File: config.mk
export PLATFORM = sky130hd
export DESIGN_NAME = lstm_gate_scheduler
export DESIGN_NICKNAME = d
export VERILOG_FILES = /design/src/rtl/lstm_gate_scheduler_pkg.sv /design/src/rtl/lstm_gate_scheduler_gate_watchdog.sv /design/src/rtl/lstm_gate_scheduler.sv
export SDC_FILE = /design/constraint.sdc
export NUM_CORES = 1
export LEC_CHECK = 0
export CORE_AREA = 2 2 239 241
export CTS_BUF_LIST = sky130_fd_sc_hd__clkbuf_16
export DETAILED_ROUTE_END_ITERATION = 8
export DIE_AREA = 0 0 241 243
export PLACE_DENSITY = 0.57
export SYNTH_ARGS = -nofsm -noshare
export SYNTH_HDL_FRONTEND = slang
export SYNTH_HIERARCHICAL = 1
export SYNTH_SLANG_ARGS = --single-unit
export TNS_END_PERCENT = 10
File: constraint.sdc
create_clock -name clock -period 3.89 [get_ports clock]
set_input_delay 0.778 -clock clock [delete_from_list [all_inputs] [get_ports clock]]
set_output_delay 0.778 -clock clock [all_outputs]
set_load 0.01 [all_outputs]
File: src/rtl/lstm_gate_scheduler_pkg.sv
// Shared definitions for the LSTM gate scheduler.
// Contents: default sizing parameters, Q-format width helpers, gate bank
// indices and the scheduler FSM state encoding.
package lstm_gate_scheduler_pkg;

  localparam int HIDDEN_SZ_DEF   = 16;
  localparam int QN_DEF          = 6;
  localparam int QM_DEF          = 11;
  localparam int SEQ_W_DEF       = 8;
  localparam int TIMEOUT_CYC_DEF = 1024;

  // Width of one Q(QN.QM) element including the sign bit.
  function automatic int calc_bitwidth(input int qn, input int qm);
    return qn + qm + 1;
  endfunction

  // Width of a whole hidden-size vector of Q elements.
  function automatic int calc_layer_bitwidth(input int qn, input int qm, input int hidden);
    return calc_bitwidth(qn, qm) * hidden;
  endfunction

  // Weight/bias bank select values, in the order the gates are issued.
  localparam logic [1:0] GATE_I = 2'd0;
  localparam logic [1:0] GATE_F = 2'd1;
  localparam logic [1:0] GATE_C = 2'd2;
  localparam logic [1:0] GATE_O = 2'd3;

  typedef enum logic [2:0] {
    ST_IDLE      = 3'd0,
    ST_WAIT_X    = 3'd1,
    ST_ISSUE     = 3'd2,
    ST_WAIT_GATE = 3'd3,
    ST_CAPTURE   = 3'd4,
    ST_WAIT_ACK  = 3'd5,
    ST_DONE      = 3'd6
  } sched_state_e;

endpackage

File: src/rtl/lstm_gate_scheduler_gate_watchdog.sv
// Watchdog for one gate computation.
// Counts cycles while enabled; expired_o flags the TIMEOUT_CYC-th counted
// cycle so the owner can abandon the computation on the following edge.
// Ports:
//   clock     rising-edge clock
//   reset     asynchronous active-low reset
//   clear_i   restart the count from zero (wins over enable_i)
//   enable_i  count this cycle
//   expired_o high during the TIMEOUT_CYC-th enabled cycle since clear
module lstm_gate_scheduler_gate_watchdog #(
  parameter int TIMEOUT_CYC = 1024
) (
  input  logic clock,
  input  logic reset,
  input  logic clear_i,
  input  logic enable_i,
  output logic expired_o
);

  localparam int CNT_W = $clog2(TIMEOUT_CYC) + 1;
  localparam logic [CNT_W-1:0] CNT_LAST = CNT_W'(TIMEOUT_CYC - 1);
  localparam logic [CNT_W-1:0] CNT_MAX  = {CNT_W{1'b1}};

  logic [CNT_W-1:0] count_q;
  logic [CNT_W-1:0] count_d;

  // Next count: clear, saturating increment, or hold.
  always_comb begin
    count_d = count_q;
    if (clear_i) begin
      count_d = '0;
    end else if (enable_i && (count_q != CNT_MAX)) begin
      count_d = count_q + CNT_W'(1);
    end else begin
      count_d = count_q;
    end
  end

  // Cycle counter register.
  always_ff @(posedge clock or negedge reset) begin
    if (!reset) begin
      count_q <= '0;
    end else begin
      count_q <= count_d;
    end
  end

  // The cycle carrying count TIMEOUT_CYC-1 is the TIMEOUT_CYC-th counted cycle.
  assign expired_o = enable_i && (count_q == CNT_LAST);

endmodule

File: src/rtl/lstm_gate_scheduler.sv
// LSTM gate scheduler: time-multiplexes one gate datapath over the
// input/forget/candidate/output gates for every step of a sequence.
// Ports:
//   clock, reset           clock (rising edge), async active-low reset
//   start, abort, seqLen   sequence control from the layer top
//   inputValid/inputReady  x(t) handshake
//   gateSel, beginCalc     bank select and start pulse to the shared gate
//   dataReady_gate, gateOutput  gate completion pulse and result
//   resultVec/Gate/Valid   registered gate result to the cell-update stage
//   cellAck                cell stage finished c(t)/h(t)
//   timeStep, busy, done, error  status
// All outputs come straight from registers.
module lstm_gate_scheduler
  import lstm_gate_scheduler_pkg::*;
#(
  parameter int HIDDEN_SZ   = HIDDEN_SZ_DEF,
  parameter int QN          = QN_DEF,
  parameter int QM          = QM_DEF,
  parameter int SEQ_W       = SEQ_W_DEF,
  parameter int TIMEOUT_CYC = TIMEOUT_CYC_DEF
) (
  input  logic                                        clock,
  input  logic                                        reset,
  input  logic                                        start,
  input  logic                                        abort,
  input  logic [SEQ_W-1:0]                            seqLen,
  input  logic                                        inputValid,
  output logic                                        inputReady,
  output logic [1:0]                                  gateSel,
  output logic                                        beginCalc,
  input  logic                                        dataReady_gate,
  input  logic [calc_layer_bitwidth(QN, QM, HIDDEN_SZ)-1:0] gateOutput,
  output logic [calc_layer_bitwidth(QN, QM, HIDDEN_SZ)-1:0] resultVec,
  output logic [1:0]                                  resultGate,
  output logic                                        resultValid,
  input  logic                                        cellAck,
  output logic [SEQ_W-1:0]                            timeStep,
  output logic                                        busy,
  output logic                                        done,
  output logic                                        error
);

  localparam int LAYER_BW = calc_layer_bitwidth(QN, QM, HIDDEN_SZ);

  sched_state_e         state_q, state_d;
  logic [SEQ_W-1:0]     seq_len_q, seq_len_d;
  logic [SEQ_W-1:0]     time_step_q, time_step_d;
  logic [1:0]           gate_sel_q, gate_sel_d;
  logic                 error_q, error_d;
  logic [LAYER_BW-1:0]  result_vec_q, result_vec_d;
  logic [1:0]           result_gate_q, result_gate_d;
  logic                 result_valid_q, result_valid_d;
  logic                 begin_calc_q, begin_calc_d;
  logic                 input_ready_q, input_ready_d;
  logic                 busy_q, busy_d;
  logic                 done_q, done_d;

  logic                 wd_clear_s;
  logic                 wd_enable_s;
  logic                 wd_expired_s;

  // The watchdog restarts on the edge where beginCalc rises, so it counts
  // cycles from the beginCalc pulse itself.
  assign wd_clear_s  = (state_d == ST_ISSUE);
  assign wd_enable_s = (state_q == ST_ISSUE) || (state_q == ST_WAIT_GATE);

  lstm_gate_scheduler_gate_watchdog #(
    .TIMEOUT_CYC (TIMEOUT_CYC)
  ) u_watchdog (
    .clock     (clock),
    .reset     (reset),
    .clear_i   (wd_clear_s),
    .enable_i  (wd_enable_s),
    .expired_o (wd_expired_s)
  );

  // Next-state logic and next values of every registered output.
  always_comb begin
    state_d       = state_q;
    seq_len_d     = seq_len_q;
    time_step_d   = time_step_q;
    gate_sel_d    = gate_sel_q;
    error_d       = error_q;
    result_vec_d  = result_vec_q;
    result_gate_d = result_gate_q;

    if (abort) begin
      // abort wins over everything; error, result and step are left alone
      state_d = ST_IDLE;
    end else begin
      case (state_q)
        ST_IDLE: begin
          if (start) begin
            if (seqLen != '0) begin
              state_d     = ST_WAIT_X;
              seq_len_d   = seqLen;
              time_step_d = '0;
              gate_sel_d  = GATE_I;
              error_d     = 1'b0;
            end else begin
              error_d = 1'b1;
            end
          end else begin
            state_d = ST_IDLE;
          end
        end
        ST_WAIT_X: begin
          if (inputValid && input_ready_q) begin
            state_d = ST_ISSUE;
          end else begin
            state_d = ST_WAIT_X;
          end
        end
        ST_ISSUE: begin
          state_d = ST_WAIT_GATE;
        end
        ST_WAIT_GATE: begin
          // a reply in the last allowed cycle still counts as on time
          if (dataReady_gate) begin
            result_vec_d = gateOutput;
            state_d      = ST_CAPTURE;
          end else if (wd_expired_s) begin
            error_d = 1'b1;
            state_d = ST_IDLE;
          end else begin
            state_d = ST_WAIT_GATE;
          end
        end
        ST_CAPTURE: begin
          if (gate_sel_q == GATE_O) begin
            state_d = ST_WAIT_ACK;
          end else begin
            gate_sel_d = gate_sel_q + 2'd1;
            state_d    = ST_ISSUE;
          end
        end
        ST_WAIT_ACK: begin
          if (cellAck) begin
            gate_sel_d = GATE_I;
            if (time_step_q == (seq_len_q - SEQ_W'(1))) begin
              state_d = ST_DONE;
            end else begin
              time_step_d = time_step_q + SEQ_W'(1);
              state_d     = ST_WAIT_X;
            end
          end else begin
            state_d = ST_WAIT_ACK;
          end
        end
        ST_DONE: begin
          state_d = ST_IDLE;
        end
        default: begin
          state_d = ST_IDLE;
        end
      endcase
    end

    // Capture holds gateSel unchanged, so it names the gate being reported.
    if (state_d == ST_CAPTURE) begin
      result_gate_d = gate_sel_q;
    end else begin
      result_gate_d = result_gate_q;
    end

    // Strobes and levels are decoded from the next state so the registered
    // copies line up exactly with the state they describe.
    result_valid_d = (state_d == ST_CAPTURE);
    begin_calc_d   = (state_d == ST_ISSUE);
    input_ready_d  = (state_d == ST_WAIT_X);
    busy_d         = (state_d != ST_IDLE);
    done_d         = (state_d == ST_DONE);
  end

  // State, counters and output registers.
  always_ff @(posedge clock or negedge reset) begin
    if (!reset) begin
      state_q        <= ST_IDLE;
      seq_len_q      <= '0;
      time_step_q    <= '0;
      gate_sel_q     <= GATE_I;
      error_q        <= 1'b0;
      result_vec_q   <= '0;
      result_gate_q  <= 2'd0;
      result_valid_q <= 1'b0;
      begin_calc_q   <= 1'b0;
      input_ready_q  <= 1'b0;
      busy_q         <= 1'b0;
      done_q         <= 1'b0;
    end else begin
      state_q        <= state_d;
      seq_len_q      <= seq_len_d;
      time_step_q    <= time_step_d;
      gate_sel_q     <= gate_sel_d;
      error_q        <= error_d;
      result_vec_q   <= result_vec_d;
      result_gate_q  <= result_gate_d;
      result_valid_q <= result_valid_d;
      begin_calc_q   <= begin_calc_d;
      input_ready_q  <= input_ready_d;
      busy_q         <= busy_d;
      done_q         <= done_d;
    end
  end

  assign inputReady  = input_ready_q;
  assign gateSel     = gate_sel_q;
  assign beginCalc   = begin_calc_q;
  assign resultVec   = result_vec_q;
  assign resultGate  = result_gate_q;
  assign resultValid = result_valid_q;
  assign timeStep    = time_step_q;
  assign busy        = busy_q;
  assign done        = done_q;
  assign error       = error_q;

endmodule

==> results.tsv <==
stage	metric	value	unit
status	status	completed	
floorplanning	rows	87	
yosys	yosysMostFrequentCell	dfrtp_1	
global_route	antenna_found_initial	1	
yosys	syn-num-nets	1185	
cells_and_area	fin_util	40.17	%
yosys	netlist_area	14690	um^2
power	ir_drop	0.2356	mV
detailed_routing	routedWlPerCell	19.22	um
yosys	yosys.area.top_type	dfrtp_1	
timing	tightest_slew	754.3	ps
timing	final.setup.worst_slack	695.6	ps
clock_network	cts_max_path_buffers	3	
setup_path	timing.rr.end	resultVec[176]	
floorplanning	die_area	58560	um^2
yosys	synth_edf_count	0	
detailed_routing	drc_errors	0	
cells_and_area	seqCellArea	8208	um^2
yosys	syn_area_per_cell	16.73	um^2
setup_path	reg2reg_slack	700	ps
setup_path	timing.critical_path.mode_cell	nor2_1	
min_path	hold_path_class	input pin to asynchronous set/reset pin	
setup_path	critPathLaunch	state_q[1]	
global_route	grt_pass1_vias	10160	
yosys	synth_seq_area_share	55.89	%
timing	finalHoldViolCount	0	
setup_path	required	4310	ps
run	cap_violations	0	
detailed_routing	ant_nets	0	
setup_path	end_kind	register	
power	pwr_density_cell	414.5	nW/um^2
cells_and_area	fin_nets	1817	
clock_network	cts_sinks	328	
yosys	ys_ff_latch	328	
yosys	synth_common_cells	dfrtp_1, mux2_4, buf_12	
clock_network	clkTransAtPathRegs	60	ps
setup_path	reg2reg_from	state_q[1]	
setup_path	worst_path_max_delay_cell	dfrtp_1	
timing	rsz0062_at_grt	no	
timing	setup_viol	0	
cells_and_area	post-route-cell-area	22480	um^2
power	cellLeakagePower	10.79	nW
timing	relSlewSlack	49.72	%
yosys	synth_top_area_share	55.89	%
yosys	syn-instance-count	878	
global_route	grt_max_degree	88	
yosys	synth.distinct_cells	61	
clock_network	cts_tree	built	
timing	fin_crit_sh	82.12	%
setup_path	cp_max_fo	42	
detailed_routing	vias	9553	
placement	port-buffer-count	608	
timing	final_max_slew_viol_count	0	
clock_network	root_buffer	clkbuf_16	
floorplanning	core	55950	um^2
setup_path	arrival	3610	ps
yosys	dominantRegCellSynth	dfrtp_1	
global_route	grt_pass1_wl	64970	um
placement	postPlaceCellArea	21350	um^2
setup_path	slowest_delay	560	ps
cells_and_area	multiInputGateArea	5724	um^2
timing	period_needed	3194	ps
global_route	grtUsageTotal	14.50	%
yosys	yosys-top-cells-area	dfrtp_1, mux2_4, buf_12, mux2_2, nor2_1	
detailed_routing	routed_wl	44010	um
timing	tns	0	ps
cells_and_area	drive_above_1_share	25.38	%
timing	finClkSkew	14.44	ps
setup_path	worst_setup_path_start_kind	register	
detailed_routing	vias_per_cell	4.172	
cells_and_area	nFillCells	5276	
setup_path	crit_end	resultVec[176]	
cells_and_area	syn_to_final_growth	53.05	%
clock_network	post_cts_resized	0	
timing	fmax	313.1	MHz
clock_network	cts_buffers	40	
timing	whs	280.7	ps
floorplanning	initial_core_util	26.25	%
clock_network	ctsHoldBuffers	0	
placement	place_ws	502.0	ps
placement	place_hpwl	33020	um
clock_network	cts.htree.levels	2	
floorplanning	fp.dieW	241	um
floorplanning	pin_count	609	
setup_path	worstPathCellList	nor2b_1 -> nand3_1 -> nor2_1 -> nand2_1 -> nor2_1 -> nor2_1 -> o221a_4 -> nor4_4 -> nand3b_4 -> buf_12 -> buf_12 -> mux2_4	
clock_network	clk_latency	540	ps
clock_network	postCtsSetupRepairBufs	0	
global_route	grt.overflow.total	0	
floorplanning	die_y	243	um
yosys	async_flop_share	100.0	%
placement	routabilityCongestion	0.8057	
detailed_routing	drt-initial-drc-count	363	
setup_path	r2r_cells	12	
yosys	ys_warn_count	6	
detailed_routing	dr.pass1.iters	4	
setup_path	critPathKind	register to register	
placed cells by master (no fill, tap or decap), types with 2 or more instances in the layout:
cell type,instances
a21o_1,2
a21oi_1,16
a21oi_2,2
a22oi_1,6
a31oi_1,4
and4_1,2
buf_12,11
buf_4,14
clkbuf_16,41
clkdlybuf4s50_1,607
clkinv_1,5
clkinv_2,5
dfrtp_1,328
ha_1,4
inv_1,28
mux2_2,9
mux2_4,289
mux2i_1,3
nand2_1,23
nand3_1,15
nand4_1,5
nor2_1,25
nor2b_1,6
nor3_1,9
nor3b_1,2
nor4_1,3
nor4_2,2
o211ai_1,3
o21a_1,3
o21ai_0,10
o21bai_1,4
or2_2,3
or3_1,5
xnor2_1,7
xor2_1,5
report_power, final:
part	switching, mW	internal, mW	leakage (nW)	total (mW)
clock network	1.41	1.88	0.607	3.29
logic	0.702	1.24	5.68	1.94
registers	0.312	3.77	4.51	4.08
total	2.43	6.89	10.8	9.32
layout make-up:
class,count,area share [%]
clock buffer,41,4.565
inverter,15,0.2505
antenna,1,0.01113
timing repair buffer,633,28.55
clock inverter,24,0.4287
tap,756,4.209
sequential,328,36.52
multi-input combinational,492,25.47
sequential cells by signal, indices dropped and copies added, names as in the netlist, 2 cells and up:
register            flops
timeStep                8
seq_len_q               8
resultGate              2
resultVec             288
u_watchdog/count_q     11
gateSel                 2
state_q                 3
worst max-delay path, delay by kind of cell, from the launching register on:
family	cells	cell delay, ps
compound gates	1	240
buf+inv	2	400
flops	1	560
mux	1	340
simple gates	8	1460
cell families (layout without fill, tap and decap cells):
group,Yosys count,in the layout,share of synthesized area (%)
flops,328,328,55.89
mux,301,301,30.44
simple gates,109,109,4.047
compound gates,66,66,3.434
buf+inv,58,713,5.129
xor+xnor,12,12,0.7157
fa+ha+maj,4,4,0.3408
other cells,0,1,0
worst min-delay path by stage:
stage                  startpoint             end  slack (ps)
floorplan                   reset       beginCalc         480
global placement            error           error         480
detailed placement  resultVec[38]   resultVec[38]         490
CTS                         reset  resultVec[168]         280
global route                reset  resultVec[173]         320
finish                      reset  resultVec[176]         280
metal layers:
layer	global-route usage, %	part of all wire [%]	up-vias
li1	-	-	4380
met2	25.20	51	316
met3	4.003	7.0	66
met5	0	0	-
met1	17.20	40	4791
met4	4.593	2.5	0
through the flow:
step | cells | power (mW)
finish | 2290 | 9.317
global route | 2290 | 9.780
CTS | 2289 | 9.477
detailed placement | 2224 | 6.092
global placement | 2224 | 6.063
floorplan | 878 | 4.908
Power figures use the tool's default switching activity.
